### src/rtl/operand_sequencer_if.sv
// Handshake bundle between the operand sequencer, the number-entry logic, the
// arithmetic datapath and the result consumer. master = sequencer side.
interface operand_sequencer_if #(
  parameter int WIDTH = 8
);
  logic             num_valid;
  logic [WIDTH-1:0] num_data;
  logic             num_ready;
  logic [WIDTH-1:0] op_a;
  logic [WIDTH-1:0] op_b;
  logic             op_start;
  logic             op_done;
  logic [WIDTH-1:0] op_result;
  logic             res_valid;
  logic [WIDTH-1:0] res_data;
  logic             res_ready;

  modport master (
    input  num_valid, num_data, op_done, op_result, res_ready,
    output num_ready, op_a, op_b, op_start, res_valid, res_data
  );

  modport slave (
    output num_valid, num_data, op_done, op_result, res_ready,
    input  num_ready, op_a, op_b, op_start, res_valid, res_data
  );
endinterface

### src/rtl/operand_sequencer.sv
// Collects operand A then B, launches the datapath, holds its result until taken.
// Optional datapath watchdog enabled by defining OPSEQ_TIMEOUT_EN.
module operand_sequencer #(
  parameter int WIDTH          = 8,
  parameter int TIMEOUT_CYCLES = 255
) (
  input  logic                clk,
  input  logic                rst,
  input  logic                clear,
  operand_sequencer_if.master bus,
  output logic [1:0]          phase,
  output logic                err
);

  if (TIMEOUT_CYCLES < 1) begin : g_param_check
    $error("TIMEOUT_CYCLES must be at least 1");
  end

  typedef enum logic [2:0] {
    S_WAIT_NUM1,
    S_WAIT_NUM2,
    S_START,
    S_WAIT_DONE,
    S_RESULT
  } state_t;

  state_t           state, next_state;
  logic [WIDTH-1:0] op_a_q, op_b_q, res_data_q;
  logic             err_q;
  logic             accept, take_a, take_b, take_res, timed_out, expired;

`ifdef OPSEQ_TIMEOUT_EN
  localparam int CW = $clog2(TIMEOUT_CYCLES + 1);
  logic [CW-1:0] wait_cnt;

  always_ff @(posedge clk or negedge rst) begin
    if (!rst) begin
      wait_cnt <= '0;
    end else if (state == S_START) begin
      wait_cnt <= '0;
    end else if (state == S_WAIT_DONE) begin
      wait_cnt <= wait_cnt + 1'b1;
    end
  end

  // Expires in the WAIT_DONE cycle that would bring the count to TIMEOUT_CYCLES.
  assign expired = (state == S_WAIT_DONE) && (wait_cnt == CW'(TIMEOUT_CYCLES - 1));
`else
  assign expired = 1'b0;
`endif

  assign bus.num_ready = ((state == S_WAIT_NUM1) || (state == S_WAIT_NUM2)) && !clear;
  assign accept        = bus.num_valid && bus.num_ready;

  // NOTE: every always_comb output gets a default first so no path infers a latch.
  always_comb begin
    next_state = state;
    take_a     = 1'b0;
    take_b     = 1'b0;
    take_res   = 1'b0;
    timed_out  = 1'b0;
    case (state)
      S_WAIT_NUM1: if (accept) begin
        take_a     = 1'b1;
        next_state = S_WAIT_NUM2;
      end
      S_WAIT_NUM2: if (accept) begin
        take_b     = 1'b1;
        next_state = S_START;
      end
      S_START:     next_state = S_WAIT_DONE;
      S_WAIT_DONE: if (bus.op_done) begin
        take_res   = 1'b1;
        next_state = S_RESULT;
      end else if (expired) begin
        timed_out  = 1'b1;
        next_state = S_RESULT;
      end
      S_RESULT:    if (bus.res_ready) next_state = S_WAIT_NUM1;
      default:     next_state = S_WAIT_NUM1;
    endcase
    // Abort outranks everything, including a result arriving the same cycle.
    if (clear) begin
      next_state = S_WAIT_NUM1;
      take_res   = 1'b0;
      timed_out  = 1'b0;
    end
  end

  // NOTE: sequential state uses non-blocking assignments so all registers update together.
  always_ff @(posedge clk or negedge rst) begin
    if (!rst) begin
      state      <= S_WAIT_NUM1;
      op_a_q     <= '0;
      op_b_q     <= '0;
      res_data_q <= '0;
      err_q      <= 1'b0;
    end else begin
      state <= next_state;
      if (take_a) op_a_q <= bus.num_data;
      if (take_b) op_b_q <= bus.num_data;
      if (take_res)       res_data_q <= bus.op_result;
      else if (timed_out) res_data_q <= '0;
      if (timed_out)                                err_q <= 1'b1;
      else if (take_res || next_state != S_RESULT)  err_q <= 1'b0;
    end
  end

  always_comb begin
    case (state)
      S_WAIT_NUM1: phase = 2'd0;
      S_WAIT_NUM2: phase = 2'd1;
      S_RESULT:    phase = 2'd3;
      default:     phase = 2'd2;
    endcase
  end

  assign bus.op_a      = op_a_q;
  assign bus.op_b      = op_b_q;
  assign bus.op_start  = (state == S_START);
  assign bus.res_valid = (state == S_RESULT);
  assign bus.res_data  = res_data_q;
  assign err           = err_q;

endmodule
### src/flat_wrapper.sv
// flat-port wrapper written by rule: the top's interface ports become plain ports
module operand_sequencer_flat 
#(
  parameter int WIDTH          = 8,
  parameter int TIMEOUT_CYCLES = 255
)
  (clk, rst, clear, phase, err, bus_num_valid, bus_num_data, bus_op_done, bus_op_result, bus_res_ready, bus_num_ready, bus_op_a, bus_op_b, bus_op_start, bus_res_valid, bus_res_data);
  operand_sequencer_if #(.WIDTH(WIDTH)) bus_i ();
  input  logic clk;
  input  logic rst;
  input  logic clear;
  output logic [1:0] phase;
  output logic err;
  input wire logic [$bits(bus_i.num_valid)-1:0] bus_num_valid;
  input wire logic [$bits(bus_i.num_data)-1:0] bus_num_data;
  input wire logic [$bits(bus_i.op_done)-1:0] bus_op_done;
  input wire logic [$bits(bus_i.op_result)-1:0] bus_op_result;
  input wire logic [$bits(bus_i.res_ready)-1:0] bus_res_ready;
  output wire logic [$bits(bus_i.num_ready)-1:0] bus_num_ready;
  output wire logic [$bits(bus_i.op_a)-1:0] bus_op_a;
  output wire logic [$bits(bus_i.op_b)-1:0] bus_op_b;
  output wire logic [$bits(bus_i.op_start)-1:0] bus_op_start;
  output wire logic [$bits(bus_i.res_valid)-1:0] bus_res_valid;
  output wire logic [$bits(bus_i.res_data)-1:0] bus_res_data;
  assign bus_i.num_valid = bus_num_valid;
  assign bus_i.num_data = bus_num_data;
  assign bus_i.op_done = bus_op_done;
  assign bus_i.op_result = bus_op_result;
  assign bus_i.res_ready = bus_res_ready;
  assign bus_num_ready = bus_i.num_ready;
  assign bus_op_a = bus_i.op_a;
  assign bus_op_b = bus_i.op_b;
  assign bus_op_start = bus_i.op_start;
  assign bus_res_valid = bus_i.res_valid;
  assign bus_res_data = bus_i.res_data;
  operand_sequencer #(.WIDTH(WIDTH), .TIMEOUT_CYCLES(TIMEOUT_CYCLES)) u_core (.clk(clk), .rst(rst), .clear(clear), .bus(bus_i), .phase(phase), .err(err));
endmodule
### config.mk
export PLATFORM = sky130hd
export DESIGN_NAME = operand_sequencer_flat
export DESIGN_NICKNAME = d
export VERILOG_FILES = /design/src/rtl/operand_sequencer_if.sv /design/src/rtl/operand_sequencer.sv /design/src/flat_wrapper.sv
export SDC_FILE = /design/constraint.sdc
export NUM_CORES = 1
export LEC_CHECK = 0
export CORE_MARGIN = 10
export CORE_UTILIZATION = 36
export DETAILED_ROUTE_END_ITERATION = 10
export GPL_TIMING_DRIVEN = 0
export PLACE_DENSITY = 0.73
export SYNTH_ARGS = -nofsm -noshare
export SYNTH_HDL_FRONTEND = slang
export SYNTH_SLANG_ARGS = --single-unit
### constraint.sdc
create_clock -name clk -period 1.43 [get_ports clk]
set_clock_uncertainty 0.1 [all_clocks]
set_input_delay 0.286 -clock clk [delete_from_list [all_inputs] [get_ports clk]]
set_output_delay 0.286 -clock clk [all_outputs]
set_load 0.01 [all_outputs]
==> results <==
[path summary, 6_finish.rpt]
check                                   startpoint                 end  slack (ns)  depth (start not counted)
worst max-delay path               u_core.state[1]  u_core.bus.op_b[4]       -0.21                          5
worst min-delay path                           rst  u_core.bus.op_a[1]        0.19                          1
worst max register to register     u_core.state[1]  u_core.bus.op_b[4]       -0.21                          5
worst min register to register  u_core.bus.op_a[3]  u_core.bus.op_a[3]        0.42                          1
max in group asynchronous                      rst     u_core.state[1]        0.27                          1
min in group clk                u_core.bus.op_a[3]  u_core.bus.op_a[3]        0.42                          1
[power by group through the flow]
stage                     logic, mW  clock network (mW)  registers, mW
after CTS                     0.864               0.351           1.08
final                         0.939               0.332           1.09
after floorplan               0.257                   0           1.19
after global placement        0.937                   0           1.08
after global routing           1.02               0.387           1.11
after detailed placement      0.944                   0           1.10
[metrics by stage]
step / setup slack (ns) / instances / area, um^2 / power (mW)
2_1_floorplan: 0.0177 / 76 / 1120 / 1.45
3_3_place_gp: -0.472 / 170 / 1680 / 2.02
3_5_place_dp: -0.506 / 170 / 1680 / 2.04
4_1_cts: -0.267 / 181 / 1790 / 2.30
5_1_grt: -0.296 / 186 / 1890 / 2.52
6_report: -0.209 / 186 / 1890 / 2.36
[flip-flops by register name, summed over array words and instances (netlist names)]
| name | flops |
|---|---|
| u_core.bus.op_a | 8 |
| u_core.bus.op_b | 8 |
| u_core.bus.res_data | 8 |
| u_core.state | 3 |
[area by class of cell]
class / instances / area [um^2] / share of cell area [%]
well taps: 44 / 55.1 / 2.92
multi-input cells: 46 / 507 / 26.8
plain buffers: 2 / 18.8 / 0.994
clock inverters: 1 / 7.51 / 0.398
clock buffers: 3 / 22.5 / 1.19
repair buffers: 63 / 599 / 31.7
flip-flops and latches: 27 / 678 / 35.9
[what timing repair did]
item | 4_1_cts | 5_1_grt
hold endpoints to repair | 0 | 0
endpoints found under the setup margin | 80 | 50
pin swaps | 3 | 3
resized for setup | 65 | 35
hold buffers | 0 | 0
setup buffers | 7 | 6
[cells by family (layout without fill, tap and decap cells)]
logic type / count (synthesis) / in the layout / share of synthesized area [%]
DFF: 27 / 27 / 60.2
muxes: 24 / 24 / 24.1
and+or+nand+nor: 16 / 16 / 9.59
AOI/OAI and AO/OA: 3 / 3 / 1.90
buffers and inverters: 3 / 69 / 2.34
xor gates and xnor gates: 2 / 2 / 1.56
other: 1 / 1 / 0.334
[worst reg2reg max path: stages, from the launching register on]
cell and delay (ns):
dfrtp_2 0.47, buf_4 0.15, buf_12 0.12, and2b_2 0.24
nand3_4 0.15, mux2_2 0.31
[cell usage in the layout (no fill, tap or decap), types with 3 or more instances in the layout]
cell type	Yosys	routed
clkbuf_4	0	3
nand3_4	0	3
clkbuf_2	0	3
buf_4	2	9
mux2_4	0	9
buf_6	1	5
dfrtp_1	27	25
clkdlybuf4s15_1	0	21
clkdlybuf4s50_1	0	20
buf_2	0	4
mux2_2	24	15
[layer usage]
metal / track usage [%] / up-vias / share of wire (%)
li1: - / 393 / -
met1: 11.5 / 409 / 36
met2: 17.7 / 29 / 52
met3: 5.34 / 0 / 12
met4: 1.24 / 0 / 0
met5: 0 / - / 0
==> results.yml <==
clock_tree:
  root_buffer: "clkbuf_4"
  cts_tree: "done"
  cts_buffer_depth: 2
  clkSinkCount: 27
  cts_buffers: 3
  cts_max_level: 1
  clock_latency_ns: 0.31
  clk_pin_slew_worst_paths_ns: 0.15
flow_run:
  cap_violations: 0
final_layout:
  num_antenna_cells: 0
  num-fill-cells: 249
  finish.utilization_pct: 62.4
  drive_above_1_share_pct: 45.8
  layout.nets: 165
  area_growth_pct: 68.2
timing:
  post-route-period-util_pct: 115
  final.min_clock_period_ns: 1.64
  hold_viol_final: 0
  drv_slew: 0
  rsz0062_at_grt: "true"
  setup_ws_ns: -0.209
  max_freq_mhz: 610
  setup_tns_ns: -4.59
  relSlewSlack_pct: 22.8
  fin_hold_ws_ns: 0.192
  finalSetupViolCount: 29
  worstMarginPinSlew_ns: 1.16
yosys:
  ys_seq_area_share_pct: 60.2
  synth_area_um2: 1120
  synth_commonest_cells: "dfrtp_1 (27), mux2_2 (24), nor2_1 (5), nand3_2 (3)"
  synth_edf_count: 0
  synth_most_common_cell: "dfrtp_1"
  yosys.area.top_type_share_pct: 60.2
  syn_area_per_cell_um2: 14.8
  synthDistinctLibCells: 19
  synth_fp_nets: 98
  synthFlopType: "dfrtp_1"
  synth_cells: 76
  synth_top_area_cell: "dfrtp_1"
  yosys_warnings: 0
  synthArstFlopShare_pct: 100
  ys_ff_latch: 27
  netlist_top_cells_area: "dfrtp_1 (60%), mux2_2 (24%), nand3_2 (2.7%)"
placement:
  dpl.hpwl_mm: 2.14
  io_buffer_count: 50
  gp_congestion: 0.723
power:
  comb_power_share_pct: 39.9
  pwr-share-seq_pct: 46.1
  intPower_mw: 1.65
  p_leak_nw: 0.844
  peakVddDrop_mv: 0.674
  p_sw_mw: 0.704
  p_sw_share_pct: 29.9
  p_per_area_nw_per_um2: 1250
  p_clk_share_pct: 14.1
floorplanning:
  die-area_um2: 5750
  start_util_pct: 37.1
  io_pins: 52
  die_y_um: 75.8
  fp-row-count: 20
  fp.dieW_um: 75.8
  core_um2: 3030
global_routing:
  grt_pass1_vias: 939
  grtUsageTotal_pct: 10.4
  grt_pass1_wl_mm: 4.63
  antenna_found_initial: 0
  grt_max_degree: 28
  grt-ovfl-total: 0
route:
  viasPerCell: 4.47
  drtPass1Iterations: 3
  drc: 0
  drtIter0Drc: 34
  wl_mm: 2.85
  post_drt_wl_per_cell_um: 15.3
  ant_nets: 0
  vias: 831
setup_path:
  cpPeakStageDelay_ns: 0.47
  crit_fanout: 8
  cp.arrival_ns: 1.76
  crit_slowest_cell: "dfrtp_2"
  worstPathRequired_ns: 1.55
  crit_path_end_kind: "register"
  start_kind: "register"
  cp_top_family: "flip-flops"
  crit_path_cell_trace: "buf_4 > buf_12 > and2b_2 > nand3_4 > mux2_2"
  crit_buf_inv: 2
  critPathKind: "reg2reg"
hold_path:
  hp-class: "in2async"
run_status:
  status: "finished with violations"
  violations: "setup timing"
Power figures use the tool's default switching activity.
